$ cat src/rtl/l2_snoop_resp_pkg.sv
// Shared L2 types: bus ops, MESI states, snoop results, address geometry and
// the snoop responder's FSM encoding and per-snoop action record.
package l2_snoop_resp_pkg;

    // Physical address geometry
    localparam int PA_BITS          = 32;
    localparam int L2_LINE_SZ       = 64;
    localparam int L2_OFFSET_LENGTH = $clog2(L2_LINE_SZ);
    localparam int L2_INDEX_LENGTH  = 10;
    localparam int L2_TAG_LENGTH    = PA_BITS - L2_INDEX_LENGTH - L2_OFFSET_LENGTH;
    localparam int L2_WAYS          = 8;
    localparam int L2_WAY_BITS      = $clog2(L2_WAYS);

    typedef logic [L2_TAG_LENGTH-1:0]   TYP_TAG;
    typedef logic [L2_INDEX_LENGTH-1:0] TYP_INDEX;
    typedef logic [L2_WAY_BITS-1:0]     TYP_RU_NUM;
    typedef logic [PA_BITS-1:0]         TYP_PA;

    typedef enum logic [1:0] {
        INV  = 2'd0,
        SHRD = 2'd1,
        EXCL = 2'd2,
        MOD  = 2'd3
    } MESI_STATES;

    typedef enum logic [1:0] {
        READ       = 2'd0,
        WRITE      = 2'd1,
        RWIM       = 2'd2,
        INVALIDATE = 2'd3
    } BUS_OP;

    typedef enum logic [1:0] {
        NOTHIT = 2'd0,
        HIT    = 2'd1,
        HITM   = 2'd2
    } SNOOP_RESP;

    typedef enum logic [2:0] {
        IDLE    = 3'd0,
        LOOKUP  = 3'd1,
        DECIDE  = 3'd2,
        WB_WAIT = 3'd3,
        RESP    = 3'd4
    } SNP_FSM;

    // Everything the responder has to do for one snoop, decided in one shot
    typedef struct packed {
        SNOOP_RESP  result;  // answer driven on the bus
        logic       upd;     // MESI state of the hit way must be rewritten
        MESI_STATES nxt;     // new state when upd is set
        logic       wb;      // modified line must be flushed first
        logic       err;     // snoop hit a state that this op cannot legally see
    } SNP_ACTION;

    localparam SNP_ACTION SNP_ACT_NONE = '{
        result: NOTHIT,
        upd:    1'b0,
        nxt:    INV,
        wb:     1'b0,
        err:    1'b0
    };

    // Set index of a physical address
    function automatic TYP_INDEX pa_index(input TYP_PA a);
        return a[L2_OFFSET_LENGTH +: L2_INDEX_LENGTH];
    endfunction

    // Tag of a physical address
    function automatic TYP_TAG pa_tag(input TYP_PA a);
        return a[PA_BITS-1 -: L2_TAG_LENGTH];
    endfunction

endpackage

$ cat src/rtl/l2_snoop_resp_if.sv
// Snoop responder bus bundle: snooped op in, tag lookup, MESI update,
// writeback handshake and snoop result. "slave" is the responder's view,
// "master" the view of the surrounding cache / bus logic.
interface l2_snoop_resp_if;
    import l2_snoop_resp_pkg::*;

    // snooped bus operation
    logic       snp_valid;
    BUS_OP      snp_op;
    TYP_PA      snp_addr;
    logic       snp_ready;

    // tag lookup (one-cycle latency)
    logic       lk_req;
    TYP_INDEX   lk_index;
    TYP_TAG     lk_tag;
    logic       lk_hit;
    TYP_RU_NUM  lk_way;
    MESI_STATES lk_mesi;

    // MESI state write
    logic       upd_valid;
    TYP_INDEX   upd_index;
    TYP_RU_NUM  upd_way;
    MESI_STATES upd_mesi;

    // modified-line flush
    logic       wb_req;
    TYP_INDEX   wb_index;
    TYP_RU_NUM  wb_way;
    logic       wb_ack;

    // snoop result
    logic       rsp_valid;
    SNOOP_RESP  rsp_result;
    logic       proto_err;

    modport slave (
        input  snp_valid, snp_op, snp_addr,
        output snp_ready,
        output lk_req, lk_index, lk_tag,
        input  lk_hit, lk_way, lk_mesi,
        output upd_valid, upd_index, upd_way, upd_mesi,
        output wb_req, wb_index, wb_way,
        input  wb_ack,
        output rsp_valid, rsp_result, proto_err
    );

    modport master (
        output snp_valid, snp_op, snp_addr,
        input  snp_ready,
        input  lk_req, lk_index, lk_tag,
        output lk_hit, lk_way, lk_mesi,
        input  upd_valid, upd_index, upd_way, upd_mesi,
        input  wb_req, wb_index, wb_way,
        output wb_ack,
        input  rsp_valid, rsp_result, proto_err
    );

endinterface

$ cat src/rtl/l2_snoop_resp_decode.sv
// Snoop action table: maps (op, lookup hit, MESI state of the hit way) to the
// bus result, state update, writeback need and protocol-error flag.
// Purely combinational.
module l2_snoop_decode
    import l2_snoop_resp_pkg::*;
(
    input  BUS_OP      i_op,
    input  logic       i_hit,
    input  MESI_STATES i_mesi,
    output SNP_ACTION  o_act
);

    // A tag match on an invalid way is not a hit
    logic w_valid_hit;
    assign w_valid_hit = i_hit && (i_mesi != INV);

    // Action table; anything not listed is a plain miss with no side effects
    always_comb begin
        o_act = SNP_ACT_NONE;
        if (w_valid_hit) begin
            unique case (i_op)
                READ: begin
                    // Another reader: owner degrades to shared
                    if (i_mesi == MOD) begin
                        o_act.result = HITM;
                        o_act.wb     = 1'b1;
                        o_act.upd    = 1'b1;
                        o_act.nxt    = SHRD;
                    end else if (i_mesi == EXCL) begin
                        o_act.result = HIT;
                        o_act.upd    = 1'b1;
                        o_act.nxt    = SHRD;
                    end else begin
                        // already shared: nothing to write
                        o_act.result = HIT;
                    end
                end
                RWIM: begin
                    // Reader intends to modify: our copy must go away
                    o_act.result = (i_mesi == MOD) ? HITM : HIT;
                    o_act.wb     = (i_mesi == MOD);
                    o_act.upd    = 1'b1;
                    o_act.nxt    = INV;
                end
                INVALIDATE: begin
                    // Only a shared copy can legally be invalidated silently
                    o_act.result = NOTHIT;
                    o_act.upd    = 1'b1;
                    o_act.nxt    = INV;
                    o_act.err    = (i_mesi == MOD) || (i_mesi == EXCL);
                end
                WRITE: begin
                    // Someone else writes a line we own: protocol violation
                    o_act.result = NOTHIT;
                    o_act.err    = (i_mesi == MOD) || (i_mesi == EXCL);
                end
                default: begin
                    o_act = SNP_ACT_NONE;
                end
            endcase
        end
    end

endmodule

$ cat src/rtl/l2_snoop_resp.sv
// L2 snoop responder: accepts one snooped bus op at a time, looks its tag up,
// flushes a modified line when needed, then reports the snoop result and
// rewrites the MESI state of the hit way.
module l2_snoop_resp
    import l2_snoop_resp_pkg::*;
(
    input  logic            clk,
    input  logic            rst_n,
    l2_snoop_resp_if.slave  bus
);

    SNP_FSM    r_state;
    SNP_FSM    w_state_next;

    BUS_OP     r_op;
    TYP_INDEX  r_index;
    TYP_TAG    r_tag;
    SNP_ACTION r_act;
    TYP_RU_NUM r_way;

    SNP_ACTION w_act;
    logic      w_accept;

    assign w_accept = (r_state == IDLE) && bus.snp_valid;

    // Table lookup on the live lookup result; only consumed in DECIDE
    l2_snoop_decode u_decode (
        .i_op   (r_op),
        .i_hit  (bus.lk_hit),
        .i_mesi (bus.lk_mesi),
        .o_act  (w_act)
    );

    // FSM state register
    always_ff @(posedge clk or negedge rst_n) begin
        if (!rst_n) begin
            r_state <= IDLE;
        end else begin
            r_state <= w_state_next;
        end
    end

    // Capture the snooped op and split its address when it is accepted
    always_ff @(posedge clk or negedge rst_n) begin
        if (!rst_n) begin
            r_op    <= READ;
            r_index <= '0;
            r_tag   <= '0;
        end else if (w_accept) begin
            r_op    <= bus.snp_op;
            r_index <= pa_index(bus.snp_addr);
            r_tag   <= pa_tag(bus.snp_addr);
        end
    end

    // Freeze the decided action and hit way so WB_WAIT/RESP see stable values
    always_ff @(posedge clk or negedge rst_n) begin
        if (!rst_n) begin
            r_act <= SNP_ACT_NONE;
            r_way <= '0;
        end else if (r_state == DECIDE) begin
            r_act <= w_act;
            r_way <= bus.lk_way;
        end
    end

    // Next-state logic
    always_comb begin
        w_state_next = r_state;
        unique case (r_state)
            IDLE: begin
                if (bus.snp_valid) begin
                    w_state_next = LOOKUP;
                end
            end
            LOOKUP: begin
                w_state_next = DECIDE;
            end
            DECIDE: begin
                // a modified hit must be flushed before answering
                w_state_next = (w_act.result == HITM) ? WB_WAIT : RESP;
            end
            WB_WAIT: begin
                // no timeout: the flush always completes eventually
                if (bus.wb_ack) begin
                    w_state_next = RESP;
                end
            end
            RESP: begin
                w_state_next = IDLE;
            end
            default: begin
                w_state_next = IDLE;
            end
        endcase
    end

    // Output decode: idle values first, then per-state strobes
    always_comb begin
        bus.snp_ready  = 1'b0;
        bus.lk_req     = 1'b0;
        bus.upd_valid  = 1'b0;
        bus.upd_mesi   = INV;
        bus.wb_req     = 1'b0;
        bus.rsp_valid  = 1'b0;
        bus.rsp_result = NOTHIT;
        bus.proto_err  = 1'b0;
        unique case (r_state)
            IDLE: begin
                bus.snp_ready = 1'b1;
            end
            LOOKUP: begin
                bus.lk_req = 1'b1;
            end
            WB_WAIT: begin
                bus.wb_req = 1'b1;
            end
            RESP: begin
                bus.rsp_valid  = 1'b1;
                bus.rsp_result = r_act.result;
                bus.proto_err  = r_act.err;
                bus.upd_valid  = r_act.upd;
                bus.upd_mesi   = r_act.upd ? r_act.nxt : INV;
            end
            default: begin
                bus.snp_ready = 1'b0;
            end
        endcase
    end

    // Address and way fields come straight from the registers (zero in reset)
    assign bus.lk_index  = r_index;
    assign bus.lk_tag    = r_tag;
    assign bus.upd_index = r_index;
    assign bus.upd_way   = r_way;
    assign bus.wb_index  = r_index;
    assign bus.wb_way    = r_way;

endmodule

$ cat src/flat_wrapper.sv
// flat-port wrapper written by rule: the top's interface ports become plain ports
module l2_snoop_resp_flat import l2_snoop_resp_pkg::*;
  (clk, rst_n, bus_snp_valid, bus_snp_op, bus_snp_addr, bus_snp_ready, bus_lk_req, bus_lk_index, bus_lk_tag, bus_lk_hit, bus_lk_way, bus_lk_mesi, bus_upd_valid, bus_upd_index, bus_upd_way, bus_upd_mesi, bus_wb_req, bus_wb_index, bus_wb_way, bus_wb_ack, bus_rsp_valid, bus_rsp_result, bus_proto_err);
  l2_snoop_resp_if bus_i ();
  input  logic clk;
  input  logic rst_n;
  input wire logic [$bits(bus_i.snp_valid)-1:0] bus_snp_valid;
  input wire logic [$bits(bus_i.snp_op)-1:0] bus_snp_op;
  input wire logic [$bits(bus_i.snp_addr)-1:0] bus_snp_addr;
  output wire logic [$bits(bus_i.snp_ready)-1:0] bus_snp_ready;
  output wire logic [$bits(bus_i.lk_req)-1:0] bus_lk_req;
  output wire logic [$bits(bus_i.lk_index)-1:0] bus_lk_index;
  output wire logic [$bits(bus_i.lk_tag)-1:0] bus_lk_tag;
  input wire logic [$bits(bus_i.lk_hit)-1:0] bus_lk_hit;
  input wire logic [$bits(bus_i.lk_way)-1:0] bus_lk_way;
  input wire logic [$bits(bus_i.lk_mesi)-1:0] bus_lk_mesi;
  output wire logic [$bits(bus_i.upd_valid)-1:0] bus_upd_valid;
  output wire logic [$bits(bus_i.upd_index)-1:0] bus_upd_index;
  output wire logic [$bits(bus_i.upd_way)-1:0] bus_upd_way;
  output wire logic [$bits(bus_i.upd_mesi)-1:0] bus_upd_mesi;
  output wire logic [$bits(bus_i.wb_req)-1:0] bus_wb_req;
  output wire logic [$bits(bus_i.wb_index)-1:0] bus_wb_index;
  output wire logic [$bits(bus_i.wb_way)-1:0] bus_wb_way;
  input wire logic [$bits(bus_i.wb_ack)-1:0] bus_wb_ack;
  output wire logic [$bits(bus_i.rsp_valid)-1:0] bus_rsp_valid;
  output wire logic [$bits(bus_i.rsp_result)-1:0] bus_rsp_result;
  output wire logic [$bits(bus_i.proto_err)-1:0] bus_proto_err;
  assign bus_i.snp_valid = bus_snp_valid;
  assign bus_i.snp_op = bus_snp_op;
  assign bus_i.snp_addr = bus_snp_addr;
  assign bus_snp_ready = bus_i.snp_ready;
  assign bus_lk_req = bus_i.lk_req;
  assign bus_lk_index = bus_i.lk_index;
  assign bus_lk_tag = bus_i.lk_tag;
  assign bus_i.lk_hit = bus_lk_hit;
  assign bus_i.lk_way = bus_lk_way;
  assign bus_i.lk_mesi = bus_lk_mesi;
  assign bus_upd_valid = bus_i.upd_valid;
  assign bus_upd_index = bus_i.upd_index;
  assign bus_upd_way = bus_i.upd_way;
  assign bus_upd_mesi = bus_i.upd_mesi;
  assign bus_wb_req = bus_i.wb_req;
  assign bus_wb_index = bus_i.wb_index;
  assign bus_wb_way = bus_i.wb_way;
  assign bus_i.wb_ack = bus_wb_ack;
  assign bus_rsp_valid = bus_i.rsp_valid;
  assign bus_rsp_result = bus_i.rsp_result;
  assign bus_proto_err = bus_i.proto_err;
  l2_snoop_resp u_core (.clk(clk), .rst_n(rst_n), .bus(bus_i));
endmodule
$ cat config.mk
export PLATFORM = sky130hd
export DESIGN_NAME = l2_snoop_resp_flat
export DESIGN_NICKNAME = d
export VERILOG_FILES = /design/src/rtl/l2_snoop_resp_pkg.sv /design/src/rtl/l2_snoop_resp_if.sv /design/src/rtl/l2_snoop_resp_decode.sv /design/src/rtl/l2_snoop_resp.sv /design/src/flat_wrapper.sv
export SDC_FILE = /design/constraint.sdc
export NUM_CORES = 1
export LEC_CHECK = 0
export CAP_MARGIN = 20
export CORE_UTILIZATION = 25
export CTS_CLUSTER_SIZE = 30
export DETAILED_ROUTE_END_ITERATION = 7
export PLACE_DENSITY = 0.64
export SLEW_MARGIN = 20
export SYNTH_ARGS = -nofsm -noshare
export SYNTH_HDL_FRONTEND = slang
export SYNTH_HIERARCHICAL = 1
export SYNTH_SLANG_ARGS = --single-unit
$ cat constraint.sdc
create_clock -name clk -period 1.6 [get_ports clk]
set_input_delay 0.32 -clock clk [delete_from_list [all_inputs] [get_ports clk]]
set_output_delay 0.32 -clock clk [all_outputs]
set_load 0.05 [all_outputs]
==> flow_metrics.tcl, run 1 <==
set metrics [dict create \
    outcome "finished with violations" \
    violations "negative setup slack" \
    skew_ps 4.029 \
    syn_avg_cell_area_sq_um 14.03 \
    ant_nets 0 \
    grt_use_total_pct 11.32 \
    final_nets 285 \
    drcViolationCount 0 \
    diodes 0 \
    drive_above_1_share_pct 62.40 \
    via_per_inst 4.129 \
    dr.pass1.iters 4 \
    routed_wl_microns 4562 \
    insertion_delay_ps 280 \
    crit_chain "nor3b_4, and3_4, buf_12" \
    h-tree-depth 2 \
    cts_sinks 40 \
    start_util_pct 26.26 \
    dieArea_sq_um 8098 \
    syn_area_sq_um 1936 \
    clockBufferDepth 2 \
    grt_overflow 0 \
    die_h_microns 89.99 \
    grt_pass1_wl_microns 7355 \
    numCtsBuffers 5 \
    initialDrtViolationCount 31 \
    critPathLaunchType "flop" \
    regToRegSetupSlack_ps -120 \
    max_freq_mhz 572.9 \
    post-route-util_pct 48.30 \
    n_fill_cell 673 \
    crit_fanout 7 \
    timing.rr.end "u_core/bus.lk_tag[0]$_DFFE_PN0P_" \
    hp-class "in -> async" \
    critPathMaxStageDelay_ps 440 \
    drv_cap 0 \
    critPathKind "reg -> out" \
    ios 106 \
    cts_tree "built" \
    hold_slack_ps 481.2 \
    antenna_found_initial 0 \
    cp_slowest_cell "dfrtp_2" \
    end_kind "primary output" \
    fin_crit_sh_pct 109.1 \
    gp_congestion 0.7371 \
    fin_crit_ps 1746 \
    setup_viol 47 \
    synth_nets 182 \
    final_cell_mix "buf_4, buf_12, dfrtp_1" \
    synthCells 138 \
    synthToLayoutAreaGrowth_pct 83.90 \
    hold_viol 0 \
    grt_pass1_vias 1508 \
    arrival_ps 1430 \
    clkTransAtPathRegs_ps 80 \
    ys_warn_count 6 \
    final_common_cell "buf_4" \
    rsz0062_at_grt "true" \
    critPathTopFamily "simple AND/OR/NAND/NOR gates" \
    grt_max_degree 28 \
    setup_slack_ps -145.5 \
    io_buffers 99 \
    rows 31 \
    finalMaxSlewViolations 0 \
    coreArea_sq_um 7370 \
    r2r_start "u_core/r_state[0]$_DFFE_PN0P_" \
    place_hpwl_microns 3183 \
    fp.dieW_microns 89.99 \
    vias 1408 \
    worst-r2r-cell-count 6 \
    cp.required_ps 1280 \
    crit_buf_inv 1 \
    cts_root_buf "clkbuf_8" \
    wl_per_cell_microns 13.38 \
]
[metal layers]
layer | vias up | share of wire [%] | global-route usage, %
met5 | - | 0 | 0
met4 | 0 | 0 | 2.016
met3 | 0 | 8.3 | 4.399
met2 | 71 | 51 | 19.29
met1 | 682 | 41 | 13.66
li1 | 655 | - | -
[registers in the layout (all words and copies together), names as in the netlist]
register             flops
u_core/bus.lk_index     10
u_core/bus.upd_way       3
u_core/bus.lk_tag       16
u_core/r_op              2
u_core/r_act             6
u_core/r_state           3
[per-stage QoR]
stage	std cells	setup TNS (ps)	instance area [sq um]	setup WS, ps
final	341	-4222	3560	-145.5
after global routing	341	-7311	3560	-223.9
after CTS	334	-1554	3447	-186.6
after detailed placement	318	-6008	3216	-245.3
after global placement	318	-5781	3216	-237.0
after floorplan	138	-1933	1963	-387.9
[worst max path at each step]
stage                                              from                                 end  slack (ps)  cells after the start
after floorplan           u_core/r_state[0]$_DFFE_PN0P_                     bus_upd_mesi[0]        -390                      3
after global placement                    bus_snp_valid  u_core/bus.lk_index[9]$_DFFE_PN0P_        -240                      4
after detailed placement                  bus_snp_valid    u_core/bus.lk_tag[0]$_DFFE_PN0P_        -250                      4
after CTS                 u_core/r_state[1]$_DFFE_PN0P_                     bus_upd_mesi[0]        -190                      3
after global routing      u_core/r_state[0]$_DFFE_PN0P_                     bus_upd_mesi[0]        -220                      3
final                     u_core/r_state[1]$_DFFE_PN0P_                     bus_upd_mesi[0]        -150                      3
[layout make-up]
cell class	count	area, sq um	area share [%]
Tap cell	99	123.9	3.480
Clock buffer	8	90.09	2.531
Timing Repair Buffer	126	1550	43.55
Sequential cell	40	1005	28.22
Multi-Input combinational cell	68	790.8	22.21
[what timing repair did]
action                                 CTS  global route
resized for setup                       22            13
setup buffers                            7             5
setup endpoints to repair               10            42
endpoints found under the hold margin   13             0
gates cloned                             0             2
hold buffers                             1             0
pin swaps                                4             4
Power of run 1 is not shown: default switching activity piles up to over one toggle a cycle in this logic, so the estimate is an artifact.
==> run 2, diff against run 1 <==
PLACE_DENSITY = 0.66   (was 0.64)
SYNTH_HIERARCHICAL = unset   (was 1)
==> flow_metrics.tcl, run 2 <==
set metrics [dict create \
    insertion_delay_ps 290 \
    ys_top_cells_by_count "dfrtp_1, buf_4, mux2_1" \
    diodes 0 \
    coreArea_sq_um 6832 \
    cts_root_buf "clkbuf_8" \
    setup_slack_ps -30.68 \
    io_buffers 98 \
    gp_congestion 0.8289 \
    arrival_ps 1310 \
    crit_fanout 3 \
    final_nets 277 \
    clkTransAtPathRegs_ps 80 \
    vias 1358 \
    syn_avg_cell_area_sq_um 13.03 \
    grt_max_degree 22 \
    yosysUniqueCellTypes 27 \
    critPathLaunchType "flop" \
    setup_viol 9 \
    drv_cap 0 \
    wl_per_cell_microns 13.36 \
    synthToLayoutAreaGrowth_pct 94.07 \
    largest_reg_flops 16 \
    ant_nets 0 \
    end_kind "primary output" \
    syn_area_sq_um 1772 \
    violations "negative setup slack" \
    crit_path_end "bus_upd_mesi[0]" \
    fp.dieW_microns 86.19 \
    rsz0062_at_grt "true" \
    cts_tree "built" \
    critPathKind "reg -> out" \
    setup_tns_ps -127.5 \
    yosysMostFrequentCell "dfrtp_1" \
    start_util_pct 25.93 \
    ys_ff_latch 39 \
    grt_pass1_vias 1392 \
    hp-class "in -> async" \
    numCtsBuffers 5 \
    outcome "finished with violations" \
    max_freq_mhz 613.2 \
    finalMaxSlewViolations 0 \
    initialDrtViolationCount 44 \
    final_cell_mix "buf_12, dfrtp_1, clkdlybuf4s50_1, buf_4, mux2_4" \
    worst-r2r-cell-count 3 \
    die_h_microns 86.19 \
    cp-startpoint "u_core.r_state[2]$_DFFE_PN0P_" \
    highest_layer "met4" \
    h-tree-depth 2 \
    regToRegSetupSlack_ps -10 \
    grt_use_total_pct 12.02 \
    rows 30 \
    drcViolationCount 0 \
    ys_async_sr_fraction_pct 100.0 \
    skew_ps 6.281 \
    routed_wl_microns 4409 \
    r2r_start "u_core.r_state[0]$_DFFE_PN0P_" \
    grt_overflow 0 \
    fin_crit_sh_pct 101.9 \
    final_common_cell "buf_12" \
    cp.required_ps 1280 \
    synth_nets 180 \
    synth-seq-area-share_pct 55.08 \
    yosys.area.top_type_share_pct 55.08 \
    met2_wirelength_microns 2224 \
    post-route-util_pct 50.33 \
    synthFlopType "dfrtp_1" \
    dr.pass1.iters 4 \
    wl_met3_microns 328 \
    fin_crit_ps 1631 \
    synth_area_leader_cell "dfrtp_1" \
    ios 106 \
    cts_sinks 39 \
    timing.rr.end "u_core.bus.upd_way[0]$_DFFE_PN0N_" \
    clockBufferDepth 2 \
    synth-edff-count 0 \
    drive_above_1_share_pct 55.98 \
    place_hpwl_microns 3142 \
    m1WireLength_microns 1828 \
    synth_area_leaders "dfrtp_1, mux2_1, buf_4, mux2_2, buf_6" \
    hold_viol 0 \
    antenna_found_initial 0 \
    grt_pass1_wl_microns 6872 \
    via_per_inst 4.115 \
    synthCells 136 \
    ys_warn_count 0 \
    dieArea_sq_um 7428 \
]
==> run 2: repair_timing <==
action                                 4_1_cts  5_1_grt
setup endpoints to repair                    8       39
resized for setup                           19       13
hold buffers                                 1        0
setup buffers                                8        0
pin swaps                                    5        1
gates cloned                                 0        1
endpoints found under the hold margin       13        0
==> run 2: stage by stage <==
| stage | std cells | hold slack (ps) | setup slack, ps | area (sq um) |
|---|---|---|---|---|
| after global routing | 330 | 493.9 | -93.37 | 3438 |
| after detailed placement | 312 | 246.6 | -108.0 | 3119 |
| after global placement | 312 | 249.5 | -84.53 | 3119 |
| after CTS | 329 | 470.3 | -46.50 | 3367 |
| after floorplan | 136 | 24.41 | -273.1 | 1847 |
| final | 330 | 460.4 | -30.68 | 3438 |
==> run 2: critical path, cell delays in order (launching register included) <==
cell and delay (ps):
dfrtp_1 430, buf_6 140, and3_4 170, and2_4 140, buf_12 140
==> run 2: cell families (layout without fill, tap and decap cells) <==
| group | Yosys count | in the layout | synth area share [%] |
|---|---|---|---|
| DFF | 39 | 39 | 55.08 |
| muxes | 31 | 31 | 19.70 |
| buffers and inverters | 31 | 129 | 12.99 |
| and+or+nand+nor | 25 | 25 | 8.333 |
| AOI/OAI and AO/OA | 9 | 9 | 3.672 |
| other | 1 | 1 | 0.2117 |
==> run 2: worst min path at each step <==
stage,end,cells after the start,startpoint
finish,u_core.bus.lk_tag[0]$_DFFE_PN0P_,2,rst_n
global route,u_core.bus.lk_tag[0]$_DFFE_PN0P_,2,rst_n
CTS,u_core.bus.lk_tag[0]$_DFFE_PN0P_,2,rst_n
detailed placement,u_core.bus.lk_tag[0]$_DFFE_PN0P_,1,rst_n
global placement,u_core.bus.lk_tag[0]$_DFFE_PN0P_,1,rst_n
floorplan,u_core.bus.lk_index[0]$_DFFE_PN0P_,0,rst_n
==> run 2: final cells by class <==
| type | count | area [sq um] |
|---|---|---|
| Clock buffer | 8 | 100.1 |
| Fill cell | 594 | 3393 |
| Inverter | 2 | 7.507 |
| Multi-Input combinational cell | 66 | 733.2 |
| Sequential cell | 39 | 978.4 |
| Tap cell | 96 | 120.1 |
| Timing Repair Buffer | 119 | 1499 |
==> run 2: layer usage <==
layer,vias up,global-route usage [%]
met5,-,0
met3,5,4.476
li1,636,-
met4,0,3.182
met1,659,14.75
met2,58,19.91
Power of run 2 is left out for the same reason.
